$ cat config.mk
export PLATFORM = sky130hd
export DESIGN_NAME = pc_gen
export DESIGN_NICKNAME = d
export VERILOG_FILES = /design/src/rtl/cpu_pkg.sv /design/src/rtl/pc_next_sel.sv /design/src/rtl/pc_gen.sv
export SDC_FILE = /design/constraint.sdc
export NUM_CORES = 1
export LEC_CHECK = 0
export BUFFER_PORTS_ARGS = -buffer_cell sky130_fd_sc_hd__clkbuf_2
export CORE_UTILIZATION = 30
export CTS_BUF_LIST = sky130_fd_sc_hd__clkbuf_8
export CTS_CLUSTER_SIZE = 20
export DETAILED_ROUTE_END_ITERATION = 6
export PLACE_DENSITY = 0.5
export RECOVER_POWER = 25
export REMOVE_ABC_BUFFERS = 1
export SETUP_SLACK_MARGIN = 0.4
export SYNTH_ARGS = -nofsm -noshare
export SYNTH_HDL_FRONTEND = slang
export SYNTH_SLANG_ARGS = --single-unit
$ cat constraint.sdc
create_clock -name clk -period 4.05 [get_ports clk]
set_input_delay 0.81 -clock clk [delete_from_list [all_inputs] [get_ports clk]]
set_output_delay 0.81 -clock clk [all_outputs]
set_load 0.005 [all_outputs]
$ cat src/rtl/cpu_pkg.sv
// Shared CPU definitions: program-counter FSM states and default address parameters.
package cpu_pkg;

  typedef enum logic [1:0] {
    BOOT   = 2'd0,
    RUN    = 2'd1,
    HALTED = 2'd2
  } pc_state_e;

  localparam int              XLEN_DEF         = 32;
  localparam logic [31:0]     RESET_VECTOR_DEF = 32'h0000_0000;

endpackage

$ cat src/rtl/pc_next_sel.sv
// Next-PC priority mux for the fetch stage: trap, redirect (with alignment check),
// sequential advance, or hold.
module pc_next_sel
  import cpu_pkg::*;
#(
  parameter int XLEN      = XLEN_DEF,
  parameter int INC_BYTES = 4
) (
  input  logic [XLEN-1:0] pc,
  input  logic            trap_valid,
  input  logic [XLEN-1:0] trap_vector,
  input  logic            redirect_valid,
  input  logic [XLEN-1:0] redirect_pc,
  input  logic            advance,
  output logic [XLEN-1:0] next_pc,
  output logic            misalign
);

  logic target_misaligned;

  // Compressed-capable builds only need halfword alignment.
  always_comb begin
    target_misaligned = 1'b0;
    if (INC_BYTES == 2) begin
      target_misaligned = redirect_pc[0];
    end else begin
      target_misaligned = |redirect_pc[1:0];
    end
  end

  always_comb begin
    next_pc  = pc;
    misalign = 1'b0;
    if (trap_valid) begin
      next_pc = trap_vector;
    end else if (redirect_valid) begin
      if (target_misaligned) begin
        next_pc  = trap_vector;
        misalign = 1'b1;
      end else begin
        next_pc = redirect_pc;
      end
    end else if (advance) begin
      next_pc = pc + XLEN'(INC_BYTES);
    end
  end

endmodule

$ cat src/rtl/pc_gen.sv
// Program-counter generator: BOOT/RUN/HALTED control, registered PC with
// trap/redirect priority, misalignment pulse and accepted-fetch counter.
module pc_gen
  import cpu_pkg::*;
#(
  parameter int              XLEN         = XLEN_DEF,
  parameter logic [XLEN-1:0] RESET_VECTOR = XLEN'(RESET_VECTOR_DEF),
  parameter int              INC_BYTES    = 4,
  parameter int              CNT_W        = 32
) (
  input  logic             clk,
  input  logic             reset,
  input  logic             trap_valid,
  input  logic [XLEN-1:0]  trap_vector,
  input  logic             redirect_valid,
  input  logic [XLEN-1:0]  redirect_pc,
  input  logic             halt_req,
  input  logic             resume,
  input  logic             fetch_ready,
  output logic [XLEN-1:0]  pc_out,
  output logic             pc_valid,
  output logic             misalign_err,
  output logic             halted,
  output logic [CNT_W-1:0] fetch_count
);

  pc_state_e       state;
  pc_state_e       state_next;
  logic [XLEN-1:0] next_pc;
  logic            misalign_now;
  logic            accept;

  assign pc_valid = (state == RUN);
  assign halted   = (state == HALTED);
  assign accept   = pc_valid && fetch_ready;

  pc_next_sel #(
    .XLEN      (XLEN),
    .INC_BYTES (INC_BYTES)
  ) u_next_sel (
    .pc             (pc_out),
    .trap_valid     (trap_valid),
    .trap_vector    (trap_vector),
    .redirect_valid (redirect_valid),
    .redirect_pc    (redirect_pc),
    .advance        (accept),
    .next_pc        (next_pc),
    .misalign       (misalign_now)
  );

  // A trap or redirect in the same cycle as halt_req keeps us running so the
  // new PC is fetched at least once before halting.
  always_comb begin
    state_next = state;
    unique case (state)
      BOOT:   state_next = RUN;
      RUN: begin
        if (halt_req && !trap_valid && !redirect_valid) begin
          state_next = HALTED;
        end
      end
      HALTED: begin
        if (resume) begin
          state_next = RUN;
        end
      end
      default: state_next = BOOT;
    endcase
  end

  always_ff @(posedge clk) begin
    if (reset) begin
      state        <= BOOT;
      pc_out       <= RESET_VECTOR;
      misalign_err <= 1'b0;
      fetch_count  <= '0;
    end else begin
      state        <= state_next;
      pc_out       <= next_pc;
      misalign_err <= misalign_now;
      if (accept) begin
        fetch_count <= fetch_count + CNT_W'(1);
      end
    end
  end

endmodule

==> reports/metrics.csv, run 1 <==
metric;value;unit
drt_iter0_markers;323;
io_buffers;137;
max_freq;348;MHz
clock_latency;0.35;ns
cts-resized-gates;0;
antenna_found_initial;0;
worstSetupStartpointType;input port;
grt_pass1_vias;4114;
finalSetupViolations;0;
rsz0062_at_grt;no;
gp_routability_congestion;0.817;
coreArea;12700;sq um
ys_types;54;
finalNetCount;709;
cts_max_path_buffers;2;
slew_headroom;-0.0774;
drive_gt1_frac;0.229;
drtPass1Iterations;5;
fin_tns_setup;0;ns
avgSynthCellArea;7.72;sq um
die_w;117;um
final_cell_mix;clkbuf_2 (115), dfxtp_1 (67), nor2_1 (55);
required;4.22;ns
ant_nets;0;
die_area;13700;sq um
routed_wl;13500;um
design_area;4950;sq um
powerDensity;312;nW/um^2
hold_buffers;0;
dpl.hpwl;9710;um
final_common_cell;clkbuf_2;
drv_slew;35;
place_area;4790;sq um
track_usage;0.199;
mappedNetlistArea;3960;sq um
io_pins;138;
synth_edf_count;0;
rows;41;
critPathKind;input port to register;
syn_inst;513;
start_util;0.311;
min_period_over_period;0.709;
drv_cap;1;
tritoncts;done;
root_buffer;clkbuf_8;
grt_max_degree;35;
yosysWarningCount;0;
crit_fanout;34;
preCtsSetupSlack;1.34;ns
htree_num_levels;3;
wire_per_inst;16.6;um
syn2layout_area_growth;24.9;%
tightestPinTransition;1.62;ns
hold_viol_final;0;
fin_crit;2.87;ns
yosysSeqAreaShare;0.339;
cts_buffers;9;
viasPerCell;5.45;
cp.arrival;3.04;ns
min_path_type;register to register;
n_fill_cell;1401;
chipHeight;117;um
fin_skew;0.0134;ns
vias;4431;
cts_setup_buffers;0;
grt_pass1_wl;20800;um
antenna_cells;0;
clock_sinks;67;
status;complete, but fails checks;
ys.flop_type;dfxtp_1;
drc;0;
synth.ff_latch_count;67;
peakVddDrop;0.117;mV
violations;capacitance limit, slew limit;
end_kind;register;
ys_async_sr_fraction;0;
gr-total-overflow;0;
p_leak;1.98;nW
hold-worst-slack;0.496;ns
fin_ws;1.18;ns
path_clk_slew;0.08;ns
==> routing by layer <==
layer  vias to the layer above  part of all wire  global-route usage
li1                       2171                 -                   -
met1                      2047              0.45               0.252
met2                       189              0.46               0.334
met3                        24             0.068              0.0381
met4                         0             0.020              0.0793
met5                         -                 0                   0
==> cells in the mapped netlist, types with 10 or more instances <==
cell / count / area, sq um
dfxtp_1: 67 / 1340
nor2_1: 56 / 210
nand2_1: 48 / 180
o21ai_0: 37 / 185
a21oi_1: 31 / 155
nand3_1: 31 / 155
xor2_1: 26 / 228
nand4_1: 25 / 156
clkbuf_1: 22 / 82.6
a221oi_1: 14 / 123
inv_1: 14 / 52.6
o22ai_1: 10 / 62.6
==> kinds of logic after synthesis <==
| logic type | after synthesis | share of synthesized area |
|---|---|---|
| multiplexers | 1 | 0.00253 |
| flip-flops | 67 | 0.339 |
| buffers and inverters | 47 | 0.0477 |
| adder cells (fa/ha/maj) | 2 | 0.00632 |
| AO/OA/AOI/OAI | 145 | 0.245 |
| AND/OR/NAND/NOR | 219 | 0.289 |
| XOR/XNOR | 32 | 0.0708 |
==> worst paths after layout <==
check | slack, ns | cells after the start | end | startpoint
setup / recovery | 1.18 | 3 | fetch_count[2] | reset
hold / removal | 0.50 | 2 | fetch_count[31] | fetch_count[31]
setup reg to reg | 1.68 | 6 | pc_out[30] | pc_out[2]
hold reg to reg | 0.50 | 2 | fetch_count[31] | fetch_count[31]
==> report_power, final <==
part	total (mW)	switching, mW	internal [mW]
Combinational	0.242	0.133	0.108
Sequential	0.735	0.0473	0.688
Clock	0.567	0.285	0.282
==> through the flow <==
stage | utilization | cells | total power [mW]
floorplan | - | 480 | 0.854
detailed placement | 0.376 | 797 | 0.992
global route | 0.389 | 813 | 1.62
CTS | 0.391 | 813 | 1.56
global placement | 0.376 | 797 | 0.989
finish | 0.389 | 813 | 1.54
==> worst max-delay path, cell delays in order <==
cell      delay (ns)
clkbuf_1        0.83
clkbuf_1        1.25
nor2_1          0.14
==> cell type report <==
cell class	count	area (sq um)	area share
Timing Repair Buffer	145	714	0.144
Clock buffer	9	124	0.0250
Inverter	14	52.6	0.0106
Tap cell	172	215	0.0435
Sequential cell	67	1340	0.271
Multi-Input combinational cell	399	2430	0.492
Clock inverter	7	67.6	0.0137
==> sequential cells by signal, summed over array words and instances, names as in the netlist <==
signal,count
fetch_count,32
misalign_err,1
pc_out,32
state,2
(Power assumes the default switching activity.)
==> run 2: changes to the inputs <==
==> constraint.sdc (replaced) <==
create_clock -name clk -period 2.7 [get_ports clk]
set_input_delay 0.54 -clock clk [delete_from_list [all_inputs] [get_ports clk]]
set_output_delay 0.54 -clock clk [all_outputs]
set_load 0.005 [all_outputs]
==> run 2 against run 1 <==
Net effect: count of clock-buffer cells in the layout unchanged; largest power group unchanged; the flow now finishes without violations; clock power increased by 28%; sequential share of layout area decreased by 0.44 points; power increased by 43%; critical path type unchanged; worst hold slack got worse by 0.051 ns; combinational power increased by 57%; utilization increased by 0.64 points; worst setup slack got worse by 0.68 ns.
==> reports/metrics.csv, run 2 (synthesis results as in run 1) <==
metric;value;unit
status;complete, no violations;
r2r_slack;0.61;ns
p_sw;0.683;mW
path_clk_slew;0.07;ns
worst-r2r-cell-count;5;
gp_routability_congestion;0.830;
multi_input_area;2420;sq um
largestRegisters;fetch_count (32), pc_out (32), state (2);
grt_pass1_wl;21500;um
path_cells;clkbuf_1 > o21a_1 > or2_1 > buf_4 > a22o_1 > o21ai_0 > a221oi_1;
slew_headroom;0.576;
hold_viol_final;0;
p_sw_frac;0.309;
hold_buffers;0;
critPathBufInv;2;
vias;4510;
die_w;117;um
antenna_cells;0;
cts_max_path_buffers;2;
max_freq;455;MHz
track_usage;0.206;
grt_pass1_vias;4281;
tightestPinTransition;0.630;ns
critPathKind;input port to register;
htree_num_levels;3;
crit_fanout;14;
die_area;13700;sq um
cts-resized-gates;0;
syn2layout_area_growth;27.0;%
worstSetupStartpointType;input port;
grt_max_degree;33;
dpl.hpwl;10300;um
drive_gt1_frac;0.247;
root_buffer;clkbuf_8;
ant_nets;0;
final_common_cell;clkbuf_2;
min_path_type;input port to register;
clock_latency;0.36;ns
seqCellArea;1340;sq um
r2r_end;fetch_count[31];
finalNetCount;725;
cp.depth;7;
coreArea;12700;sq um
end_kind;register;
start_util;0.311;
antenna_found_initial;0;
rows;41;
comb_power_share;0.172;
worst_hold_path.endpoint;pc_out[0];
crit_family;compound AO/OA/AOI/OAI gates;
seqPwrFrac;0.500;
drv_cap;0;
p_clk_frac;0.328;
worstHoldStart;trap_vector[0];
cp_slowest_cell;clkbuf_1;
drtPass1Iterations;5;
n_fill_cell;1422;
required;2.95;ns
io_buffers;137;
cp.arrival;2.45;ns
r2r-start;state[0];
clock_sinks;67;
gr-total-overflow;0;
routed_wl;13800;um
rsz0062_at_grt;no;
fin_crit;2.20;ns
chipHeight;117;um
drc;0;
intPower;1.53;mW
fin_tns_setup;0;ns
fin_skew;0.0110;ns
finalSetupViolations;0;
cts_setup_buffers;0;
drt_iter0_markers;371;
p_leak;2.02;nW
powerDensity;440;nW/um^2
min_path_cells;3;
drv_slew;0;
place_area;4920;sq um
tritoncts;done;
design_area;5030;sq um
viasPerCell;5.45;
io_pins;138;
critPathMaxStageDelay;0.46;ns
final_cell_mix;clkbuf_2 (118), dfxtp_1 (67), nor2_1 (55);
wire_per_inst;16.7;um
cts_buffers;9;
min_period_over_period;0.814;
peakVddDrop;0.164;mV
==> run 2: layer usage <==
metal | wire (um) | vias to the layer above | global-route usage | part of all wire
li1 | - | 2204 | - | -
met1 | 6110 | 2085 | 0.258 | 0.44
met2 | 6490 | 194 | 0.345 | 0.47
met3 | 904 | 27 | 0.0433 | 0.066
met4 | 297 | 0 | 0.0852 | 0.022
met5 | 0 | - | 0 | 0
==> run 2: power by group through the flow <==
| stage | Combinational, mW | Sequential (mW) | Clock, mW |
|---|---|---|---|
| after floorplan | 0.172 | 1.11 | 0 |
| after global placement | 0.379 | 1.13 | 0 |
| after detailed placement | 0.383 | 1.13 | 0 |
| after CTS | 0.385 | 1.10 | 0.749 |
| after global routing | 0.421 | 1.11 | 0.808 |
| final | 0.380 | 1.10 | 0.726 |
==> run 2: area by class of cell <==
type	count	area share
Clock buffer	9	0.0246
Multi-Input combinational cell	399	0.481
Inverter	14	0.0105
Timing Repair Buffer	161	0.168
Sequential cell	67	0.267
Clock inverter	6	0.00697
Tap cell	172	0.0428
==> run 2: worst max-delay path by stage <==
stage,from,slack [ns],end
global placement,redirect_pc[0],0.46,pc_out[16]
CTS,pc_out[2],0.66,pc_out[22]
detailed placement,redirect_valid,0.42,pc_out[14]
finish,redirect_valid,0.50,pc_out[12]
floorplan,redirect_valid,0.18,pc_out[7]
global route,redirect_valid,0.41,pc_out[12]
==> run 2: worst register-to-register path, cell delays in order, from the launching register on <==
cell,delay [ns]
dfxtp_1,0.43
nand4b_1,0.31
nor4_4,0.64
nand2_2,0.14
or3_1,0.36
a21oi_1,0.14
==> run 2: stage by stage <==
stage / power (mW) / util / hold WS (ns) / setup WS, ns / std cells
6_report: 2.21 / 0.395 / 0.445 / 0.501 / 828
3_5_place_dp: 1.51 / 0.387 / 0.483 / 0.417 / 813
5_1_grt: 2.34 / 0.395 / 0.454 / 0.406 / 828
3_3_place_gp: 1.50 / 0.387 / 0.471 / 0.463 / 813
4_1_cts: 2.24 / 0.399 / 0.433 / 0.659 / 828
2_1_floorplan: 1.28 / - / 0.468 / 0.177 / 480
==> run 3: changes to the inputs <==
--- a/config.mk
+++ b/config.mk
@@ -10,7 +10,7 @@
 export CTS_BUF_LIST = sky130_fd_sc_hd__clkbuf_8
 export CTS_CLUSTER_SIZE = 20
 export DETAILED_ROUTE_END_ITERATION = 6
-export PLACE_DENSITY = 0.5
+export PLACE_DENSITY = 0.51
 export RECOVER_POWER = 25
 export REMOVE_ABC_BUFFERS = 1
 export SETUP_SLACK_MARGIN = 0.4
==> constraint.sdc (replaced) <==
create_clock -name clk -period 2 [get_ports clk]
set_input_delay 0.4 -clock clk [delete_from_list [all_inputs] [get_ports clk]]
set_output_delay 0.4 -clock clk [all_outputs]
set_load 0.005 [all_outputs]
==> run 3 against run 2 <==
Net effect: worst setup slack got worse by 0.27 ns; die area did not move; final cell count rose by 6.0%; clock power rose by 87%; first-iteration DRC count rose by 1.6%; utilization rose by 6.0 points; clock skew fell by 0.0038 ns; combinational power rose by 59%; power rose by 56%; sequential cell count did not move; highest routed layer unchanged; count of clock-buffer cells in the layout did not move; non-clock buffer count rose by 50.
==> reports/metrics.csv, run 3 (synthesis results as in run 1) <==
metric;value;unit
status;complete, no violations;
track_usage;0.209;
final_common_cell;clkbuf_2;
grt_pass1_wl;21900;um
coreArea;12700;sq um
required;2.23;ns
critPathKind;input port to register;
final_cell_mix;clkbuf_2 (127), buf_4 (64), nor2_1 (52), dfxtp_1 (52), nand2_1 (45);
design_area;5790;sq um
min_path_type;input port to register;
max_freq;566;MHz
slew_headroom;0.625;
crit_fanout;15;
drt_iter0_markers;377;
start_util;0.311;
cts_buffers;9;
peakVddDrop;0.282;mV
drc;0;
grt_max_degree;35;
grt_pass1_vias;4410;
root_buffer;clkbuf_8;
drtPass1Iterations;5;
finalNetCount;775;
io_pins;138;
preCtsSetupSlack;0.0686;ns
clock_latency;0.35;ns
viasPerCell;5.37;
vias;4711;
gp_routability_congestion;0.840;
hold_viol_final;0;
drv_slew;0;
finalSetupViolations;0;
wire_per_inst;16.4;um
drv_cap;0;
clock_sinks;67;
path_clk_slew;0.07;ns
chipHeight;117;um
fin_crit;1.77;ns
tightestPinTransition;0.562;ns
p_leak;2.47;nW
r2r_slack;0.27;ns
place_area;5150;sq um
syn2layout_area_growth;46.2;%
ant_nets;0;
drive_gt1_frac;0.384;
min_period_over_period;0.883;
fin_ws;0.235;ns
io_buffers;137;
tritoncts;done;
end_kind;register;
dpl.hpwl;10600;um
hold_buffers;0;
antenna_found_initial;0;
worstSetupStartpointType;input port;
routed_wl;14400;um
gr-total-overflow;0;
antenna_cells;0;
cts_max_path_buffers;2;
fin_skew;0.00715;ns
die_w;117;um
htree_num_levels;3;
rows;41;
cp.arrival;2.00;ns
rsz0062_at_grt;yes;
die_area;13700;sq um
largestRegisters;fetch_count (32), pc_out (32), state (2);
powerDensity;594;nW/um^2
-- run 3: cell types whose count changed in the layout (fill, tap and decap cells not counted), moves of 6 or more --
cell      before  now
buf_4         20   64
clkbuf_2     118  127
o21ai_0       37   29
dfxtp_2        0    9
o21ai_1        0    8
clkbuf_1      21   13
dfxtp_1       67   52
dfxtp_4        0    6
-- run 3: per-layer routing --
layer  part of all wire  GRT usage  wire length [um]  up-vias
li1                   -          -                 -     2297
met1               0.43      0.262              6260     2198
met2               0.47      0.347              6740      186
met3              0.071     0.0479              1030       30
met4              0.027     0.0844               396        0
met5                  0          0                 0        -
-- run 3: cell type report --
class	count	area (sq um)
fillers	1337	6930
well taps	172	215
clock buffers	9	124
multi-input cells	399	2650
flip-flops and latches	67	1380
clock inverters	6	106
repair buffers	211	1270
inverters	14	52.6
-- run 3: critical path, cell delays in order --
cell and delay (ns):
clkbuf_1 0.42, buf_4 0.33, inv_1 0.25, nand3_1 0.13
nand2_1 0.06, a222oi_1 0.29, o22ai_1 0.11
-- run 3: where the power goes --
| part | switching, mW | internal, mW |
|---|---|---|
| Combinational | 0.319 | 0.286 |
| Sequential | 0.0841 | 1.39 |
| Clock | 0.540 | 0.815 |
| Total | 0.943 | 2.49 |
-- run 3: stage by stage --
step	total power [mW]	std cells	hold WS (ns)	util	setup TNS, ns
detailed placement	2.08	842	0.489	0.405	0
floorplan	1.73	480	0.468	-	-4.47
CTS	3.46	866	0.287	0.437	0
global route	3.60	878	0.301	0.455	0
global placement	2.07	842	0.468	0.405	0
finish	3.44	878	0.305	0.455	0
-- run 3: repair_timing --
item	CTS	global route
gates resized for setup	44	55
pin swaps	14	30
hold endpoints to repair	0	0
buffers inserted	9	12
endpoints found under the setup margin	31	41
-- run 3: path summary, 6_finish.rpt --
| check | from | to | cells past startpoint |
|---|---|---|---|
| min | trap_vector[0] | pc_out[0] | 3 |
| max | trap_valid | pc_out[27] | 7 |
| max reg2reg | state[0] | pc_out[20] | 6 |
| min reg2reg | pc_out[22] | pc_out[22] | 2 |
